--- config.mk ---
export PLATFORM = sky130hd
export DESIGN_NAME = huffman_decoder
export DESIGN_NICKNAME = d
export VERILOG_FILES = /design/src/rtl/huffman_pkg.sv /design/src/rtl/huff_code_match.sv /design/src/rtl/huffman_decoder.sv
export SDC_FILE = /design/constraint.sdc
export NUM_CORES = 1
export LEC_CHECK = 0
export ABC_CLOCK_PERIOD_IN_PS = 2900
export CAP_MARGIN = 30
export CORE_MARGIN = 3
export CORE_UTILIZATION = 51
export CTS_BUF_LIST = sky130_fd_sc_hd__clkbuf_8
export CTS_CLUSTER_DIAMETER = 80
export CTS_CLUSTER_SIZE = 16
export DETAILED_ROUTE_END_ITERATION = 7
export PLACE_DENSITY = 0.79
export SYNTH_ARGS = -nofsm -noshare
export SYNTH_HDL_FRONTEND = slang
export SYNTH_SLANG_ARGS = --single-unit
--- constraint.sdc ---
create_clock -name clk -period 2.9 [get_ports clk]
set_input_delay 0.58 -clock clk [delete_from_list [all_inputs] [get_ports clk]]
set_output_delay 0.58 -clock clk [all_outputs]
set_load 0.02 [all_outputs]
--- src/rtl/huffman_pkg.sv ---
// huffman_pkg: shared sizes, FSM state encoding and popcount helper for the Huffman decoder
package huffman_pkg;

    localparam int NSYM   = 6;
    localparam int CODE_W = 8;
    localparam int SYM_W  = 3;

    typedef enum logic [1:0] {
        S_IDLE = 2'd0,
        S_LOAD = 2'd1,
        S_RUN  = 2'd2,
        S_EMIT = 2'd3
    } state_t;

    function automatic logic [3:0] popcount8(input logic [7:0] v);
        popcount8 = '0;
        for (int i = 0; i < 8; i++) popcount8 += {3'b000, v[i]};
    endfunction

endpackage

--- src/rtl/huff_code_match.sv ---
// huff_code_match: combinational match of the shifted-in bits against the latched code table, lowest symbol wins
module huff_code_match
    import huffman_pkg::*;
(
    input  logic [CODE_W-1:0] acc_next,
    input  logic [3:0]        n,
    input  logic [CODE_W-1:0] hc [NSYM],
    input  logic [3:0]        len [NSYM],
    output logic              hit,
    output logic [SYM_W-1:0]  sym_idx
);

    logic [CODE_W-1:0] mask;

    assign mask = ~({CODE_W{1'b1}} << n);

    // scan downwards so a lower matching symbol overwrites any higher one
    always_comb begin
        hit     = 1'b0;
        sym_idx = '0;
        for (int k = NSYM - 1; k >= 0; k--) begin
            if (len[k] == n && ((acc_next ^ hc[k]) & mask) == '0) begin
                hit     = 1'b1;
                sym_idx = SYM_W'(k + 1);
            end
        end
    end

endmodule

--- src/rtl/huffman_decoder.sv ---
// huffman_decoder: serial 6-symbol Huffman decoder; HUFF_DEC_CNT_EN adds per-symbol decode counters DCNT1..DCNT6
module huffman_decoder
    import huffman_pkg::*;
(
    input  logic              clk,
    input  logic              reset,
    input  logic              code_valid,
    input  logic [CODE_W-1:0] HC1,
    input  logic [CODE_W-1:0] HC2,
    input  logic [CODE_W-1:0] HC3,
    input  logic [CODE_W-1:0] HC4,
    input  logic [CODE_W-1:0] HC5,
    input  logic [CODE_W-1:0] HC6,
    input  logic [CODE_W-1:0] M1,
    input  logic [CODE_W-1:0] M2,
    input  logic [CODE_W-1:0] M3,
    input  logic [CODE_W-1:0] M4,
    input  logic [CODE_W-1:0] M5,
    input  logic [CODE_W-1:0] M6,
    input  logic              flush,
    input  logic              bit_valid,
    input  logic              bit_data,
    output logic              bit_ready,
    output logic              sym_valid,
    output logic [SYM_W-1:0]  sym_data,
    input  logic              sym_ready,
    output logic              err
`ifdef HUFF_DEC_CNT_EN
    ,
    output logic [7:0]        DCNT1,
    output logic [7:0]        DCNT2,
    output logic [7:0]        DCNT3,
    output logic [7:0]        DCNT4,
    output logic [7:0]        DCNT5,
    output logic [7:0]        DCNT6
`endif
);

    state_t            state_q;
    logic [CODE_W-1:0] hc_q [NSYM];
    logic [CODE_W-1:0] m_q [NSYM];
    logic [3:0]        len_q [NSYM];
    logic [CODE_W-1:0] hc_in [NSYM];
    logic [CODE_W-1:0] m_in [NSYM];
    logic [CODE_W-1:0] acc_q, acc_d;
    logic [3:0]        nbits_q, nbits_d;
    logic              sym_valid_q, err_q;
    logic [SYM_W-1:0]  sym_data_q;
    logic              hit;
    logic [SYM_W-1:0]  sym_idx;

    assign hc_in = '{HC1, HC2, HC3, HC4, HC5, HC6};
    assign m_in  = '{M1, M2, M3, M4, M5, M6};

    // candidate accumulator state if the offered bit is taken
    assign acc_d   = {acc_q[CODE_W-2:0], bit_data};
    assign nbits_d = nbits_q + 4'd1;

    assign bit_ready = (state_q == S_RUN);
    assign sym_valid = sym_valid_q;
    assign sym_data  = sym_data_q;
    assign err       = err_q;

    huff_code_match u_match (
        .acc_next (acc_d),
        .n        (nbits_d),
        .hc       (hc_q),
        .len      (len_q),
        .hit      (hit),
        .sym_idx  (sym_idx)
    );

    // decoder FSM: table load, bit accumulation, symbol hand-off and overflow error
    always_ff @(posedge clk or negedge reset) begin
        if (!reset) begin
            state_q     <= S_IDLE;
            acc_q       <= '0;
            nbits_q     <= '0;
            sym_valid_q <= 1'b0;
            sym_data_q  <= '0;
            err_q       <= 1'b0;
            for (int k = 0; k < NSYM; k++) begin
                hc_q[k]  <= '0;
                m_q[k]   <= '0;
                len_q[k] <= '0;
            end
        end else begin
            err_q <= 1'b0;
            case (state_q)
                S_IDLE: begin
                    if (code_valid) begin
                        hc_q    <= hc_in;
                        m_q     <= m_in;
                        state_q <= S_LOAD;
                    end
                end
                S_LOAD: begin
                    for (int k = 0; k < NSYM; k++) len_q[k] <= popcount8(m_q[k]);
                    state_q <= S_RUN;
                end
                S_RUN, S_EMIT: begin
                    if (flush) begin
                        acc_q       <= '0;
                        nbits_q     <= '0;
                        sym_valid_q <= 1'b0;
                        state_q     <= S_RUN;
                    end else if (state_q == S_EMIT) begin
                        if (sym_ready) begin
                            sym_valid_q <= 1'b0;
                            state_q     <= S_RUN;
                        end
                    end else if (bit_valid) begin
                        if (hit) begin
                            sym_data_q  <= sym_idx;
                            sym_valid_q <= 1'b1;
                            acc_q       <= '0;
                            nbits_q     <= '0;
                            state_q     <= S_EMIT;
                        end else if (nbits_d == 4'(CODE_W)) begin
                            err_q   <= 1'b1;
                            acc_q   <= '0;
                            nbits_q <= '0;
                        end else begin
                            acc_q   <= acc_d;
                            nbits_q <= nbits_d;
                        end
                    end
                end
                default: state_q <= S_IDLE;
            endcase
        end
    end

`ifdef HUFF_DEC_CNT_EN
    logic [7:0] cnt_q [NSYM];
    logic       accept;

    // a flush in the same cycle wins over sym_ready, so that symbol is not counted
    assign accept = (state_q == S_EMIT) && sym_valid_q && sym_ready && !flush;

    // per-symbol accepted-symbol counters, wrapping, untouched by flush
    always_ff @(posedge clk or negedge reset) begin
        if (!reset) begin
            for (int k = 0; k < NSYM; k++) cnt_q[k] <= '0;
        end else if (accept) begin
            for (int k = 0; k < NSYM; k++)
                if (sym_data_q == SYM_W'(k + 1)) cnt_q[k] <= cnt_q[k] + 8'd1;
        end
    end

    assign DCNT1 = cnt_q[0];
    assign DCNT2 = cnt_q[1];
    assign DCNT3 = cnt_q[2];
    assign DCNT4 = cnt_q[3];
    assign DCNT5 = cnt_q[4];
    assign DCNT6 = cnt_q[5];
`endif

endmodule
==> flow_metrics.py, run 1 <==
metrics = {
    "run_status": {
        "outcome": "completed",
    },
    "synth": {
        "ys.flop_type": "dfrtp_1",
        "syn_inst": 656,
        "yosys_warnings": 0,
        "synth_cell_type_count": 53,
        "ys_ff_latch": 138,
        "synth_top_area_share_pct": 46.9,
        "netlist_area_mm2": 0.00736,
        "yosys.area.top_type": "dfrtp_1",
        "synth_edf_count": 0,
        "synth.area.top_cells": "dfrtp_1, mux2_2, fa_1",
        "syn-num-nets": 805,
        "async_reset_ff_share_pct": 100,
        "synth-seq-area-share_pct": 46.9,
        "synth_area_per_cell_um2": 11.2,
    },
    "setup_path": {
        "critPathCapture": "len_q[21]$_DFFE_PN0N_",
        "crit_path_frequent_cell": "fa_1",
        "worstPathArrival_ps": 3240,
        "rr_worst_depth": 9,
        "path_cells": "fa_1 > inv_2 > fa_1 > fa_1 > inv_1 > ha_2 > inv_2 > fa_2 > o21ai_1",
        "path_delay_family": "adder cells",
        "path_depth": 9,
        "crit_slowest_cell": "fa_1",
        "end_kind": "register",
        "crit_start": "m_q[40]$_DFFE_PN0P_",
        "crit_buf_inv": 3,
        "critPathMaxStageDelay_ps": 560,
        "required_ps": 3240,
        "rr_startpoint": "m_q[40]$_DFFE_PN0P_",
        "critical_path_class": "register to register",
        "rrSetupSlack_ps": 0.8,
        "crit_path_start_kind": "register",
        "path_max_fanout": 2,
        "reg2reg_to": "len_q[21]$_DFFE_PN0N_",
    },
    "layout": {
        "n_antenna_cell": 0,
        "fin_cells": 999,
        "nFillCells": 1041,
        "nNetsFinal": 955,
        "drive_gt1_share_pct": 26.0,
        "multiInputGateArea_mm2": 0.00374,
        "final_cell_mix": "dfrtp_1, clkdlybuf4s50_1, mux2_2",
        "areaGrowthSynthToFinish_pct": 31.6,
        "final_common_cell": "dfrtp_1",
        "seq_area_mm2": 0.00345,
    },
    "clocking": {
        "root_buffer": "clkbuf_8",
        "cts_buffer_depth": 2,
        "clock-sinks": 138,
        "insertion_delay_ps": 450,
        "numCtsBuffers": 17,
        "htreeDepth": 4,
        "cts_hold_buf": 0,
        "cts_tree": "done",
        "clk_pin_slew_ps": 80,
    },
    "floorplanning": {
        "die_h_um": 126,
        "start_util_pct": 52.6,
        "core.rowCount": 43,
        "design.die.area_mm2": 0.0159,
        "die_w_um": 126,
        "coreArea_mm2": 0.0140,
        "ios": 109,
    },
    "power": {
        "p_total_uw": 11200,
        "power_density_mw_per_mm2": 1160,
        "ir_drop_v": 0.000650,
        "leakagePower_uw": 0.00436,
        "seqPwrFrac_pct": 29.9,
        "p_sw_uw": 4410,
        "swShare_pct": 39.3,
        "p_clk_share_pct": 15.5,
        "combPwrFrac_pct": 54.5,
        "p_int_uw": 6820,
    },
    "timing": {
        "setup-violations-final": 0,
        "max_freq_mhz": 345,
        "hold_violations": 0,
        "tightestPinTransition_ps": 696,
        "fin_crit_ps": 2900,
        "fin_crit_sh_pct": 100,
        "slew_violations": 0,
        "grt_setup_unrepaired": "true",
        "tns_ps": 0,
        "skew_ps": 11.6,
        "fin_ws_ps": 0.788,
        "slew_headroom_pct": 53.6,
    },
    "grt": {
        "grt_max_degree": 79,
        "grt_pass1_wl_um": 28500,
        "antenna_found_initial": 0,
        "grt_pass1_vias": 5533,
        "track_usage_pct": 22.8,
        "overflow": 0,
    },
    "job": {
        "drv_cap": 0,
    },
    "detailed_routing": {
        "ant_nets": 0,
        "wire_per_inst_um": 17.5,
        "drt_iter0_markers": 265,
        "drc": 0,
        "vias": 5178,
        "first_pass_iters": 5,
        "wl_um": 17500,
        "viasPerCell": 5.18,
    },
    "placement": {
        "place.gp.congestion": 0.874,
        "placed_cells": 953,
        "port_buffers": 108,
        "dp_slack_ps": -212,
        "place_hpwl_um": 12900,
    },
    "min_path": {
        "hold_path_class": "primary input to asynchronous set/reset pin",
    },
}
-- per-stage QoR --
| stage | util (%) | instance area [um2] | hold WS [ps] |
|---|---|---|---|
| 2_1_floorplan | - | 7360 | 284 |
| 3_3_place_gp | 63.4 | 8870 | 480 |
| 3_5_place_dp | 63.5 | 8880 | 481 |
| 4_1_cts | 67.1 | 9380 | 163 |
| 5_1_grt | 69.2 | 9680 | 184 |
| 6_report | 69.2 | 9680 | 151 |
-- kinds of logic (layout without fill, tap and decap cells) --
kind of cell,count (synthesis),count (layout),share of synthesized area [%]
AND/OR/NAND/NOR,122,123,7.76
multiplexers,78,78,11.9
AO/OA/AOI/OAI,101,101,8.78
XOR/XNOR,74,74,9.07
adder cells (fa/ha/maj),46,46,10.3
flip-flops,138,138,46.9
buffers and inverters,97,259,5.29
-- final cells by class --
| type | count | share of cell area, % |
|---|---|---|
| Clock inverter | 14 | 2.00 |
| Inverter | 63 | 2.44 |
| Clock buffer | 18 | 2.56 |
| Sequential cell | 138 | 35.7 |
| Tap cell | 180 | 2.33 |
| Timing Repair Buffer | 164 | 16.3 |
| Multi-Input combinational cell | 422 | 38.7 |
-- worst min path at each step --
stage	startpoint	slack [ps]	to
6_report	reset	150	hc_q[26]$_DFFE_PN0P_
2_1_floorplan	reset	280	acc_q[0]$_DFFE_PN0P_
3_3_place_gp	sym_valid$_DFFE_PN0P_	480	sym_valid$_DFFE_PN0P_
3_5_place_dp	sym_valid$_DFFE_PN0P_	480	sym_valid$_DFFE_PN0P_
4_1_cts	reset	160	hc_q[43]$_DFFE_PN0P_
5_1_grt	reset	180	hc_q[43]$_DFFE_PN0P_
-- metal layers --
metal / wire length (um) / global-route usage, %
met1: 7490 / 29.6
met2: 8760 / 37.5
met3: 860 / 5.43
met4: 390 / 8.08
met5: 0 / 0
-- cells in the mapped netlist, drive strengths merged (3+ instances only) --
cell type	n
nor2b	3
a2111oi	5
xor2	52
inv	63
mux2i	3
o21ai	51
nand3	12
a21oi	17
clkbuf	21
nor2	9
a22o	9
dfrtp	138
mux2	75
xnor2	22
nand2b	3
and3	5
a22oi	4
fa	24
nand2	74
ha	22
buf	13
-- state kept, by name (all words and copies together) (netlist names) --
signal     count
hc_q          48
m_q           48
len_q         24
acc_q          7
nbits_q        4
sym_data       3
state_q        2
err            1
sym_valid      1
-- power groups by stage --
stage / Combinational (uW) / Sequential (uW) / Clock [uW]
after global routing: 7040 / 3460 / 1860
after CTS: 5520 / 3360 / 1770
after floorplan: 3790 / 3220 / 0
final: 6130 / 3360 / 1740
after global placement: 4900 / 3350 / 0
after detailed placement: 5240 / 3390 / 0
-- what timing repair did --
action	in CTS	in global routing
pin swaps	6	16
hold endpoints to repair	0	0
gates resized for setup	20	48
setup endpoints to repair	21	28
gates cloned	1	0
buffers inserted	1	11
(Power assumes the default switching activity.)
==> run 2: changes to the inputs <==
--- a/config.mk
+++ b/config.mk
@@ -14,6 +14,7 @@
 export CTS_CLUSTER_SIZE = 16
 export DETAILED_ROUTE_END_ITERATION = 7
 export PLACE_DENSITY = 0.79
+export SETUP_SLACK_MARGIN = 0.5
 export SYNTH_ARGS = -nofsm -noshare
 export SYNTH_HDL_FRONTEND = slang
 export SYNTH_SLANG_ARGS = --single-unit
==> run 2 against run 1 <==
Effect of this change: the run now ends with negative setup slack left; sequential power up 1%; register-to-register slack worse by 80 ps; sequential cell count unchanged; first-iteration DRC count up 7.5%; clock skew up 0.57 ps; worst hold slack better by 360 ps; die area unchanged; critical path depth up 3; final cell count up 1.3%; total power up 12%; non-clock buffer count up 13; largest power group unchanged; highest routed layer unchanged.
==> flow_metrics.py, run 2 (same netlist as run 1, synthesis figures left out) <==
metrics = {
    "timing": {
        "slew_violations": 0,
        "fin_ws_ps": -80.3,
        "hold_slack_ps": 507,
        "setup-violations-final": 6,
        "tns_ps": -230,
        "skew_ps": 12.2,
        "slew_headroom_pct": 48.4,
        "fin_crit_ps": 2980,
        "max_freq_mhz": 336,
        "tightestPinTransition_ps": 766,
        "fin_crit_sh_pct": 103,
        "hold_violations": 0,
        "grt_setup_unrepaired": "true",
    },
    "setup_path": {
        "end_kind": "register",
        "required_ps": 3250,
        "crit_path_start_kind": "register",
        "crit_path_frequent_cell": "buf_6",
        "critPathMaxStageDelay_ps": 570,
        "path_cells": "fa_1 > inv_2 > fa_1 > fa_2 > inv_2 > ha_4 > buf_6 > buf_6 > buf_6 > buf_6 > a21oi_2 > o21ai_1",
        "path_max_fanout": 2,
        "crit_slowest_cell": "fa_1",
        "worstPathArrival_ps": 3330,
        "critical_path_class": "register to register",
    },
    "detailed_routing": {
        "drc": 0,
        "viasPerCell": 5.24,
        "ant_nets": 0,
        "wire_per_inst_um": 17.8,
        "vias": 5299,
        "first_pass_iters": 4,
        "drt_iter0_markers": 285,
        "wl_um": 18000,
    },
    "min_path": {
        "hold_path_class": "primary input to asynchronous set/reset pin",
    },
    "floorplanning": {
        "ios": 109,
        "design.die.area_mm2": 0.0159,
        "core.rowCount": 43,
        "die_w_um": 126,
        "coreArea_mm2": 0.0140,
        "start_util_pct": 52.6,
        "die_h_um": 126,
    },
    "power": {
        "p_total_uw": 12500,
        "ir_drop_v": 0.000722,
        "power_density_mw_per_mm2": 1260,
        "leakagePower_uw": 0.00447,
    },
    "clocking": {
        "numCtsBuffers": 17,
        "cts_tree": "done",
        "root_buffer": "clkbuf_8",
        "htreeDepth": 4,
        "clk_pin_slew_ps": 80,
        "insertion_delay_ps": 460,
        "cts_buffer_depth": 2,
        "clock-sinks": 138,
    },
    "job": {
        "drv_cap": 0,
    },
    "layout": {
        "fin_util_pct": 71.2,
        "n_antenna_cell": 0,
        "final_common_cell": "dfrtp_1",
        "fin_cells": 1012,
        "nNetsFinal": 968,
        "largestRegisters": "hc_q x48, m_q x48, len_q x24",
        "final_cell_mix": "dfrtp_1, clkdlybuf4s50_1, mux2_2",
        "drive_gt1_share_pct": 31.0,
        "areaGrowthSynthToFinish_pct": 35.4,
    },
    "grt": {
        "overflow": 0,
        "grt_max_degree": 85,
        "track_usage_pct": 23.5,
        "grt_pass1_wl_um": 29200,
        "grt_pass1_vias": 5759,
        "antenna_found_initial": 0,
    },
    "placement": {
        "placed_cells": 954,
        "place_hpwl_um": 12800,
        "place.gp.congestion": 0.893,
        "port_buffers": 108,
    },
    "run_status": {
        "violations": "negative setup slack",
        "outcome": "finished with violations",
    },
}
[run 2: cell count changes in the layout (fill, tap and decap cells not counted), sizes merged]
| cell | change |
|---|---|
| buf | +11 |
| bufinv | -1 |
| clkbuf | +1 |
| clkinv | -1 |
| dlygate4sd3 | +1 |
| inv | +2 |
[run 2: timing repair]
action                                  4_1_cts  5_1_grt
pin swaps                                    23       18
buffers inserted                             12       10
hold endpoints to repair                     14        0
hold buffers                                  1        0
gates cloned                                  1        1
gates resized for setup                      67       44
endpoints found under the setup margin       41       41
[run 2: worst paths after layout]
check / startpoint / end / slack (ps) / cells past startpoint
max: m_q[16]$_DFFE_PN0P_ / len_q[11]$_DFFE_PN0N_ / -80 / 12
min: reset / hc_q[26]$_DFFE_PN0P_ / 510 / 2
max reg2reg: m_q[16]$_DFFE_PN0P_ / len_q[11]$_DFFE_PN0N_ / -80 / 12
min reg2reg: len_q[2]$_DFFE_PN0N_ / len_q[2]$_DFFE_PN0N_ / 510 / 2
max in group asynchronous: reset / m_q[20]$_DFFE_PN0P_ / 1670 / 3
min in group clk: len_q[2]$_DFFE_PN0N_ / len_q[2]$_DFFE_PN0N_ / 510 / 2
[run 2: where the power goes]
| group | internal (uW) | switching [uW] |
|---|---|---|
| sequential | 2770 | 645 |
| combinational | 3840 | 3620 |
| clock | 878 | 782 |
| total | 7490 | 5050 |
[run 2: metrics by stage]
step	cell area (um2)	worst slack [ps]
finish	9960	-80.3
global route	9960	-142
CTS	9680	-76.9
detailed placement	8930	-220
global placement	8920	-139
floorplan	7410	123
[run 2: critical path: cells and delay by family (launching register included)]
| family | cells | cell delay (ps) |
|---|---|---|
| compound gates | 2 | 200 |
| fa+ha+maj | 4 | 1750 |
| buf+inv | 6 | 500 |
| flops | 1 | 400 |
[run 2: final cells by class]
type,instances,area [um2]
multi-input combinational,422,3900
tap,180,225
sequential,138,3450
fill,989,4030
clock inverter,14,171
inverter,63,236
clock buffer,18,248
timing repair buffer,177,1720
[run 2: layer usage]
metal	track usage (%)	vias up	wire length (um)
met4	7.51	0	331
met3	5.94	21	886
met1	28.8	2631	7470
li1	-	2515	-
met5	0	-	0
met2	40.8	132	9290
